## src/rtl/multi_stream_splitter.sv

```systemverilog
// Splits a headered input word stream into per-channel sample packets and message packets.
// Every output is registered one cycle after the accepted input word.
module multi_stream_splitter #(
   parameter int WDTH     = 32,
   parameter int N_CH     = 4,
   parameter int CH_BITS  = 2,
   parameter int LEN_BITS = 8
) (
   input  logic                clk,
   input  logic                rst_n,
   input  logic [WDTH-1:0]     in_data,
   input  logic                in_nd,
   output logic [WDTH-1:0]     out_samples,
   output logic [N_CH-1:0]     out_samples_nd,
   output logic                out_samples_last,
   output logic [WDTH-1:0]     out_msg,
   output logic                out_msg_nd,
   output logic                out_msg_last,
   output logic                error
);

   // state   | meaning
   // IDLE    | next valid word is parsed as a header
   // SAMPLES | forwarding payload to the latched sample channel
   // MSG     | forwarding message payload
   // DROP    | discarding payload of a sample packet with a bad channel id
   typedef enum logic [1:0] {IDLE, SAMPLES, MSG, DROP} state_t;

   localparam logic [CH_BITS:0] NCH_W = (CH_BITS+1)'(N_CH);

   state_t              state, state_n;
   logic [LEN_BITS-1:0] cnt, cnt_n;
   logic [CH_BITS-1:0]  ch, ch_n;

   logic [WDTH-1:0]     samples_n, msg_n;
   logic [N_CH-1:0]     samples_nd_n;
   logic                samples_last_n, msg_nd_n, msg_last_n, error_n;

   logic                hdr_mark, hdr_is_msg, hdr_ch_ok;
   logic [CH_BITS-1:0]  hdr_ch;
   logic [LEN_BITS-1:0] hdr_len;

   assign hdr_mark   = in_data[WDTH-1];
   assign hdr_is_msg = in_data[WDTH-2];
   assign hdr_ch     = in_data[WDTH-3 -: CH_BITS];
   assign hdr_len    = in_data[LEN_BITS-1:0];
   assign hdr_ch_ok  = ({1'b0, hdr_ch} < NCH_W);

   always_ff @(posedge clk or negedge rst_n) begin
      if (!rst_n) begin
         state <= IDLE;
         cnt   <= '0;
         ch    <= '0;
      end else begin
         state <= state_n;
         cnt   <= cnt_n;
         ch    <= ch_n;
      end
   end

   always_comb begin
      state_n        = state;
      cnt_n          = cnt;
      ch_n           = ch;
      samples_n      = '0;
      samples_nd_n   = '0;
      samples_last_n = 1'b0;
      msg_n          = '0;
      msg_nd_n       = 1'b0;
      msg_last_n     = 1'b0;
      error_n        = 1'b0;
      if (in_nd) begin
         case (state)
            IDLE: begin
               if (!hdr_mark) begin
                  error_n = 1'b1;
               end else if (hdr_is_msg) begin
                  msg_n    = in_data;
                  msg_nd_n = 1'b1;
                  if (hdr_len == '0) begin
                     msg_last_n = 1'b1;
                  end else begin
                     cnt_n   = hdr_len;
                     state_n = MSG;
                  end
               end else if (!hdr_ch_ok) begin
                  error_n = 1'b1;
                  if (hdr_len != '0) begin
                     cnt_n   = hdr_len;
                     state_n = DROP;
                  end
               end else if (hdr_len != '0) begin
                  ch_n    = hdr_ch;
                  cnt_n   = hdr_len;
                  state_n = SAMPLES;
               end
            end
            SAMPLES: begin
               samples_n    = in_data;
               samples_nd_n = N_CH'(1) << ch;
               cnt_n        = cnt - LEN_BITS'(1);
               if (cnt == LEN_BITS'(1)) begin
                  samples_last_n = 1'b1;
                  state_n        = IDLE;
               end
            end
            MSG: begin
               msg_n    = in_data;
               msg_nd_n = 1'b1;
               cnt_n    = cnt - LEN_BITS'(1);
               if (cnt == LEN_BITS'(1)) begin
                  msg_last_n = 1'b1;
                  state_n    = IDLE;
               end
            end
            DROP: begin
               cnt_n = cnt - LEN_BITS'(1);
               if (cnt == LEN_BITS'(1)) state_n = IDLE;
            end
            default: state_n = IDLE;
         endcase
      end
   end

   // Data outputs are zeroed when not valid so idle cycles are easy to read on a scope.
   always_ff @(posedge clk or negedge rst_n) begin
      if (!rst_n) begin
         out_samples      <= '0;
         out_samples_nd   <= '0;
         out_samples_last <= 1'b0;
         out_msg          <= '0;
         out_msg_nd       <= 1'b0;
         out_msg_last     <= 1'b0;
         error            <= 1'b0;
      end else begin
         out_samples      <= samples_n;
         out_samples_nd   <= samples_nd_n;
         out_samples_last <= samples_last_n;
         out_msg          <= msg_n;
         out_msg_nd       <= msg_nd_n;
         out_msg_last     <= msg_last_n;
         error            <= error_n;
      end
   end

endmodule
```

## config.mk

```make
export PLATFORM = sky130hd
export DESIGN_NAME = multi_stream_splitter
export DESIGN_NICKNAME = d
export VERILOG_FILES = /design/src/rtl/multi_stream_splitter.sv
export SDC_FILE = /design/constraint.sdc
export NUM_CORES = 1
export LEC_CHECK = 0
export ABC_AREA = 1
export CAP_MARGIN = 20
export CORE_MARGIN = 2
export CORE_UTILIZATION = 45
export DETAILED_ROUTE_END_ITERATION = 7
export GPL_TIMING_DRIVEN = 0
export PLACE_DENSITY = 0.83
export SLEW_MARGIN = 20
export SYNTH_ARGS = -nofsm -noshare
export SYNTH_HDL_FRONTEND = slang
export SYNTH_SLANG_ARGS = --single-unit
```

## constraint.sdc

```tcl
create_clock -name clk -period 2.1 [get_ports clk]
set_clock_uncertainty 0.2 [all_clocks]
set_input_delay 0.315 -clock clk [delete_from_list [all_inputs] [get_ports clk]]
set_output_delay 0.315 -clock clk [all_outputs]
set_load 0.1 [all_outputs]
```

After elaboration in Yosys (flattened, before gate mapping)
Cells that the tools add are included.

cells by class
  $add $sub $neg = 1
  reduce and logical (&&, ||, !) cells = 7
  equal/unequal tests = 8
  bitwise gates (word level) = 1
  mux-type cells = 34
  shift operators = 1

operator list
  operator             count
  $mux 32              5
  $pmux 32 s2          1
  $mux 8               4
  $pmux 8 s2           1
  $mux 1               13
  $mux 2               5
  $reduce_and 5->1     2
  $eq 8x1->1 const B   1
  $logic_not 8->1      1
  $mux 4               2
  $reduce_bool 8->1    1
  $sub 8x1->8 const B  1
  $ne 3x3->1 const B   2
  $eq 2x2->1 const B   2
  $pmux 1 s2           2
  $pmux 2 s2           1
  $reduce_and 4->1     1
  $shl 1x2->4 const A  1
  $reduce_or 3->1      1
  $eq 2x1->1 const B   1
  $logic_not 2->1      1
  $ne 2x1->1 const B   1
  $ne 2x2->1 const B   1
  $not 1->1            1

storage, ports and cells
  output and inout port bits = 72
  bits in registers = 84
  logic and storage cells = 62
  input bits = 35

Depth between registers and ports, before layout
  depth after elaboration = 6
  gate-level depth with buffers = 9
  depth with buffers taken out = 9

Worst setup path after synthesis
Ideal clock, no wire load.

  path type = reg2reg
  from = reg cnt[0]
  to = reg cnt[6]
  period minus slack after synthesis = 1.480 ns
  cell stages (with the launch flop) = 10
  arrival = 1.163 ns
  required time = 1.783 ns
  setup slack = 0.620 ns
  path through = dfrtp_1 inv_1 ha_1 inv_1 nor2_1 nand3_1 nand2_1 nand3_1 nand3_1 nand2_1

between the ends
  cells in the longest elaborated chain, start to end = 2

ends and longest elaborated chain
  what                    RTL line       RTL
  start, declared         32             logic [LEN_BITS-1:0] cnt, cnt_n;
  start signal, assigned  56             cnt <= cnt_n;
  $sub 8x1->8             101, 110, 117
  $pmux 8 s2              73             case (state)

Every way passes these cells.
A chain may end at the register's enable or synchronous reset.

Worst setup path after layout
  from = reg out_samples_nd[1]
  to = out out_samples_nd[1]

RTL lines
  what                    RTL line  RTL
  start, declared         14        output logic [N_CH-1:0] out_samples_nd,
  start signal, assigned  137       out_samples_nd <= samples_nd_n;

No word-level cell between the ends.

==> results.md <==
- The flow ran to the end, and the final reports show no timing, DRC or antenna violations.
- Measured against its own limit, the worst slew margin works out to 34.17%.
- The start point of the worst hold path is ch[1]$_DFFE_PN0P_.
- The remaining routing DRC violations is 0.
- The cell area reported after detailed placement is 4389 um^2.
- The top cell type by total area after synthesis is sky130_fd_sc_hd__dfrtp_1.
- After layout, the worst setup slack is 0.04049 ns.
- The mean post-synth cell area is 10.20 um^2.
- The largest single stage delay on the critical path is 0.86 ns.
- The die outline area is 7762 um^2.
- The placeable core region is 6832 um^2.
- The leakage power summed over all cells is 2.523 nW.
- The count of cells along the worst hold path is 1.
- The number of ports placed on the die boundary is 107.
- For this block, the initial DRC count from the detailed router was 93.
- The worst min-delay path class is flip-flop to flip-flop.
- The number of buffers between clock root and the deepest sink is 2.
- The number of failing hold endpoints at the final stage was 0.
- The final number of max-transition violations is 0.
- The reg-to-reg startpoint is cnt[0]$_DFFE_PN0P_.
- The global route total overflow is 0.
- The average wire per cell in the routed design is 13.57 um.
- At the end of routability-driven placement, the weighted congestion stood at 0.8784.
- The peak supply drop is 0.4319 mV.
- The number of detailed-routing iterations run before antenna repair is 4.
- The post-route netlist has 13.53% of its cells at a drive strength greater than 1.
- The layout overhead on the synthesized area is 41.98%.
- The total buffers and inverters traversed by the critical path is 1.
- The root buffer cell is sky130_fd_sc_hd__clkbuf_8.
- Setup repair after global routing left no endpoint under its margin.
- After layout, the minimum clock period comes to 2.060 ns.
- The most used flip-flop cell after synthesis is sky130_fd_sc_hd__dfrtp_1.
- Max-cap violations in this run came to 0.
- In the final layout, flip-flops and latches occupy 2102 um^2.
- The floorplan row count is 30.
- Once the floorplan was initialized, standard cells occupied 46.59% of the core.
- The number of cells on the worst reg-to-reg path is 9.
- The repair_antennas step left the layout with diodes totalling 0.
- Dividing the detail-routed via count by the number of cells gives 4.620.
- The die extent in y is 88.11 um.
- Of all flip-flops after synthesis, the portion carrying an async set or reset was 100.0%.
- The share of synthesized area in the top cell type comes to 66.04%.
- The total wirelength of the detailed-routed design is 7217 um.
- The synthesized design contains 0 enable-type register cells.
- Dividing total power by cell area gives a power density of 1255 nW/um^2.
- Sorting the synthesized cells by area gives the leading types as sky130_fd_sc_hd__dfrtp_1 66%, sky130_fd_sc_hd__nor2_1 5.9%, sky130_fd_sc_hd__inv_1 5.8%.
- Of the available clock period, the critical path in the final layout requires 98.07%.
- The capture point of the worst reg-to-reg path is cnt[6]$_DFFE_PN0P_.
- In this run the horizontal extent of the chip is 88.11 um.
- The post-synthesis sequential area ratio is 66.04%.
- The element type at the critical path end is an output port.
- Data on the critical path arrives at its endpoint at 1.54 ns.
- In this run the worst path has a maximum fanout of 1.
- The estimated wirelength of the detail-placed design is 5302 um.
- The routed layout has 2,458 vias.
- The logic depth of the worst setup path including buffers is 1.
- Cells fill 66.15% of the core in the end.
- The setup violation total in the final timing report is 0.
- Setup total negative slack on the finished layout was measured at 0 ns.
- Clock latency on the worst-skew pair, taken at its later pin, is 0.34 ns.
- Input and output buffers added on the ports amount to 106.
- The number of warnings reported in the yosys synthesis log is 0.
- Counting instances in the post-synthesis netlist gives the leading cell types as 84 x sky130_fd_sc_hd__dfrtp_1, 50 x sky130_fd_sc_hd__nor2_1, 49 x sky130_fd_sc_hd__inv_1.
- The number of nets in the synthesized netlist is 349.
- The nature of the critical path startpoint is a flip-flop.
- The number of antenna violations at the first check in global routing is 0.
- The gate count after technology mapping is 312.
- Entering global routing, the biggest net connects 49 pins.
- Timing analysis after detailed placement gives a worst setup slack of 0.06564 ns.
- The CTS buffer count is 9.
- The number of global-route vias before repair was 2,477.
- The number of different library cells used by synthesis comes to 24.
- CTS saw 84 sinks.
- sky130_fd_sc_hd__dfrtp_1 is the most common cell in the netlist.
- The required time of the worst setup path is 1.58 ns.
- After the last flow step, the layout net total stands at 468.
- In the final layout, the multi-input gates occupy 828.3 um^2.
- The cell with the largest stage delay on the worst path is sky130_fd_sc_hd__dlygate4sd2_1.
- The worst hold path terminates at out_samples_nd[1]$_DFF_PN0_.
- For this run, the top clock speed supported by timing is 485.6 MHz.
- The category of the most critical setup path is flip-flop to output port.
- The TritonCTS clock tree is done.
- The mapped netlist covers 3183 um^2.
- The count of antenna-violating nets left after detailed routing is 0.
- The total routing usage reported by global routing is 19.50%.
- The first-pass GRT wire length is 11,480 um.
- Grouping stages by cell kind, the critical path spends the most delay in buffers and inverters.
- The minimum setup slack among reg-to-reg paths is 0.39 ns.
- The measured slew at the worst slew-check pin is 0.9913 ns.
- The finished cells cover 4519 um^2.
- The H-tree was split into 3 levels.
- The signal on the critical path passes through dlygate4sd2_1.
- After filler insertion, the fill cell instance count of the layout stands at 537.
- Clock-pin slew was measured on the worst setup and hold paths at 0.08 ns.
- The flip-flop and latch count after synthesis is 84.
-- state kept, by name, summed over array words and instances (netlist names) --
name              cells
state                 2
out_msg_nd            1
out_samples          32
out_msg_last          1
out_msg              32
ch                    2
cnt                   8
out_samples_nd        4
out_samples_last      1
error                 1
-- logic make-up (layout without fill, tap and decap cells) --
group / Yosys count / after routing / share of synthesized area, %
buffers and inverters: 59 / 183 / 7.940
and+or+nand+nor: 151 / 151 / 22.17
adders and majority gates: 2 / 2 / 0.7860
DFF: 84 / 84 / 66.04
AOI/OAI and AO/OA: 16 / 16 / 3.066
-- worst max-delay path by stage --
| stage | startpoint | to | slack, ns |
|---|---|---|---|
| global placement | rst_n | out_samples_nd[3]$_DFF_PN0_ | -2.24 |
| detailed placement | in_data[1] | cnt[1]$_DFFE_PN0P_ | 0.07 |
| floorplan | cnt[0]$_DFFE_PN0P_ | cnt[6]$_DFFE_PN0P_ | 0.62 |
| CTS | out_samples[24]$_DFF_PN0_ | out_samples[24] | 0.009 |
| finish | out_samples_nd[1]$_DFF_PN0_ | out_samples_nd[1] | 0.04 |
| global route | out_msg[18]$_DFF_PN0_ | out_msg[18] | 0.0001 |
-- cell type report --
| cell class | instances | area share (%) |
|---|---|---|
| Timing Repair Buffer | 108 | 22.76 |
| Clock buffer | 11 | 3.350 |
| Inverter | 51 | 4.236 |
| Tap cell | 96 | 2.658 |
| Clock inverter | 5 | 0.8029 |
| Buffer | 8 | 1.357 |
| Multi-Input combinational cell | 169 | 18.33 |
| Sequential cell | 84 | 46.51 |
-- cells in the final DEF (no fill, tap or decap), drive strengths merged --
| master | n |
|---|---|
| a211oi | 1 |
| a21oi | 1 |
| buf | 7 |
| clkbuf | 14 |
| clkdlybuf4s15 | 18 |
| clkdlybuf4s50 | 33 |
| clkinv | 6 |
| dfrtp | 84 |
| dlygate4sd2 | 54 |
| dlygate4sd3 | 1 |
| ha | 2 |
| inv | 50 |
| nand2 | 43 |
| nand3 | 19 |
| nand4 | 2 |
| nor2 | 80 |
| nor3 | 3 |
| nor4 | 4 |
| o21ai | 14 |
-- stage by stage --
| step | power, mW | hold WS [ns] | cells |
|---|---|---|---|
| 2_1_floorplan | 4.069 | -0.1806 | 312 |
| 3_3_place_gp | 4.682 | 0.2733 | 514 |
| 3_5_place_dp | 4.757 | 0.1051 | 515 |
| 4_1_cts | 5.682 | 0.2808 | 532 |
| 5_1_grt | 5.961 | 0.3203 | 532 |
| 6_report | 5.671 | 0.2915 | 532 |
-- report_power, final --
group | switching [mW] | internal, mW | total [mW]
combinational | 2.04 | 0.548 | 2.58
sequential | 0.160 | 1.89 | 2.05
clock | 0.542 | 0.496 | 1.04
-- routing by layer --
metal	track usage, %	wire [um]	vias to the layer above
met5	0	0	-
met4	8.540	160	0
met3	5.938	484	13
met2	32.23	3507	90
met1	23.79	3065	1176
li1	-	-	1179
-- what timing repair did --
item / 4_1_cts / 5_1_grt
hold buffers: 1 / 0
setup endpoints to repair: 72 / 18
pin swaps: 0 / 0
hold endpoints to repair: 36 / 0
gates resized for setup: 72 / 18
setup buffers: 0 / 0
No activity file was read; power rests on OpenSTA's default activity.
==> RTL change (same settings) <==
Register the output `out_samples` once more, cleared by the reset; this adds one clock of latency there. The other outputs are not delayed to match.
--- a/src/rtl/multi_stream_splitter.sv
+++ b/src/rtl/multi_stream_splitter.sv
@@ -28,4 +28,6 @@
 
    localparam logic [CH_BITS:0] NCH_W = (CH_BITS+1)'(N_CH);
+
+   logic [WDTH-1:0] out_samples_s0;
 
    state_t              state, state_n;
@@ -126,5 +128,5 @@
    always_ff @(posedge clk or negedge rst_n) begin
       if (!rst_n) begin
-         out_samples      <= '0;
+         out_samples_s0   <= '0;
          out_samples_nd   <= '0;
          out_samples_last <= 1'b0;
@@ -134,5 +136,5 @@
          error            <= 1'b0;
       end else begin
-         out_samples      <= samples_n;
+         out_samples_s0   <= samples_n;
          out_samples_nd   <= samples_nd_n;
          out_samples_last <= samples_last_n;
@@ -144,3 +146,11 @@
    end
 
+   always_ff @(posedge clk or negedge rst_n) begin
+      if (!rst_n) begin
+         out_samples <= '0;
+      end else begin
+         out_samples <= out_samples_s0;
+      end
+   end
+
 endmodule
Check against the original RTL: not equivalent (Yosys sat finds a counterexample within 4 cycles, from zero or initial values and one cycle with rst_n low).
==> RTL change against the original RTL <==
Count of clock-buffer cells in the layout increased by 7. Sequential power is 36% higher. Total power grew 51%. Sequential share of layout area is 2.6 points higher. Cell area grew 31%. Largest cell class unchanged. Synthesized area is 25% higher. Critical path type unchanged. Worst setup slack better by 110 ps. Sequential cell count grew 32. Synthesized cell count grew 10%. Global-route usage increased by 1.4 points. Die area up 24%. Via count is 13% higher. Routed wire length rose by 29%.
==> RTL change: results (changes against the original RTL) <==
cp.arrival_ps: 1440  # -100 ps
swShare_pct: 40.6  # -7.7 points
synthesis.nets: 381  # +9.2%
place_congestion: 0.842  # -4.2%
r2r.worst_path.cells: 5  # -4
total_leakage_power_nw: 2.93  # +16%
grt.met1_usage_pct: 25.3  # +1.5 points
cts.clk_slew.worst_paths_ps: 60  # -20 ps
critical-path-max-stage-delay_ps: 570  # -290 ps
post_route_cells_drive_above_1_share_pct: 30.4  # +17 points
synth_sequential_area_ratio_pct: 72.9  # +6.8 points
worst_slew_pin_slew_ps: 573  # -419 ps
commonest_cells_in_the_netlist: "116 x sky130_fd_sc_hd__dfrtp_1, 50 x sky130_fd_sc_hd__nor2_1, 49 x sky130_fd_sc_hd__inv_1"
run_status: "finished, final reports clean"
routed_wl_um: 9280  # +29%
detailedPlace.worstSlack_ps: 6.25  # -59.4 ps
worst_reg2reg_endpoint: "out_samples_s0[5]"
placed_cell_area_um2: 5210  # +19%
place.detailed.hpwl_um: 5850  # +10%
crit_slowest_cell: "sky130_fd_sc_hd__clkdlybuf4s15_2"
worstSkewPairLatency_ps: 500  # +160 ps
number_of_global_route_vias_before_repair: 3004  # +21%
timing.hold.worst.class: "in -> async"
cts-htree-levels: 4  # +1
use_met2_pct: 35.9  # +3.7 points
grt_max_degree: 64  # +31%
wl_per_cell_um: 15.7  # +16%
holdWs_ps: 130  # -162 ps
layout.nets: 508  # +8.5%
first_pass_grt_wire_length_um: 15300  # +33%
RTL change: worst reg2reg max path, delay by kind of cell (launching register included):
family	cells	cell delay [ps]
flops	1	430
simple gates	3	400
buf+inv	2	540
RTL change: cells by family after synthesis:
kind of cell	synth area share (%)
AND/OR/NAND/NOR	17.7
flip-flops	72.9
buffers and inverters	6.34
AO/OA/AOI/OAI	2.45
adder cells (fa/ha/maj)	0.628
RTL change: how the worst max path moves through the flow:
stage | endpoint | slack (ps) | start | depth (start not counted)
3_5_place_dp | out_samples_s0[21] | 6 | in_nd | 4
3_3_place_gp | out_samples_s0[19] | -3590 | rst_n | 1
4_1_cts | out_msg[31] | 130 | out_msg[31] | 1
2_1_floorplan | cnt[6] | 620 | cnt[0] | 9
6_report | out_msg[31] | 150 | out_msg[31] | 1
5_1_grt | out_msg[31] | 110 | out_msg[31] | 1
RTL change: per-layer routing:
layer / wire length [um] / vias to the layer above
met5: 0 / -
met4: 52 / 0
met3: 587 / 5
met2: 4960 / 99
met1: 3680 / 1381
li1: - / 1301
RTL change: power by group through the flow:
stage                     clock network [mW]  registers [mW]  logic (mW)
final                                   2.90            2.79        2.85
after global routing                    3.05            2.83        3.04
after CTS                               2.94            2.79        2.86
after detailed placement                   0            2.82        2.89
after global placement                     0            2.80        2.84
after floorplan                            0            4.11       0.822
RTL change: timing repair:
action / in CTS / in global routing
hold buffers: 1 / 0
endpoints found under the hold margin: 65 / 0
resized for setup: 216 / 0
endpoints found under the setup margin: 72 / 0
RTL change: area by class of cell:
class | count | area share [%]
Buffer | 8 | 1.04
Clock buffer | 18 | 7.24
Clock inverter | 14 | 2.98
Inverter | 51 | 3.24
Multi-Input combinational cell | 169 | 14.0
Sequential cell | 116 | 49.1
Tap cell | 108 | 2.29
Timing Repair Buffer | 108 | 20.1
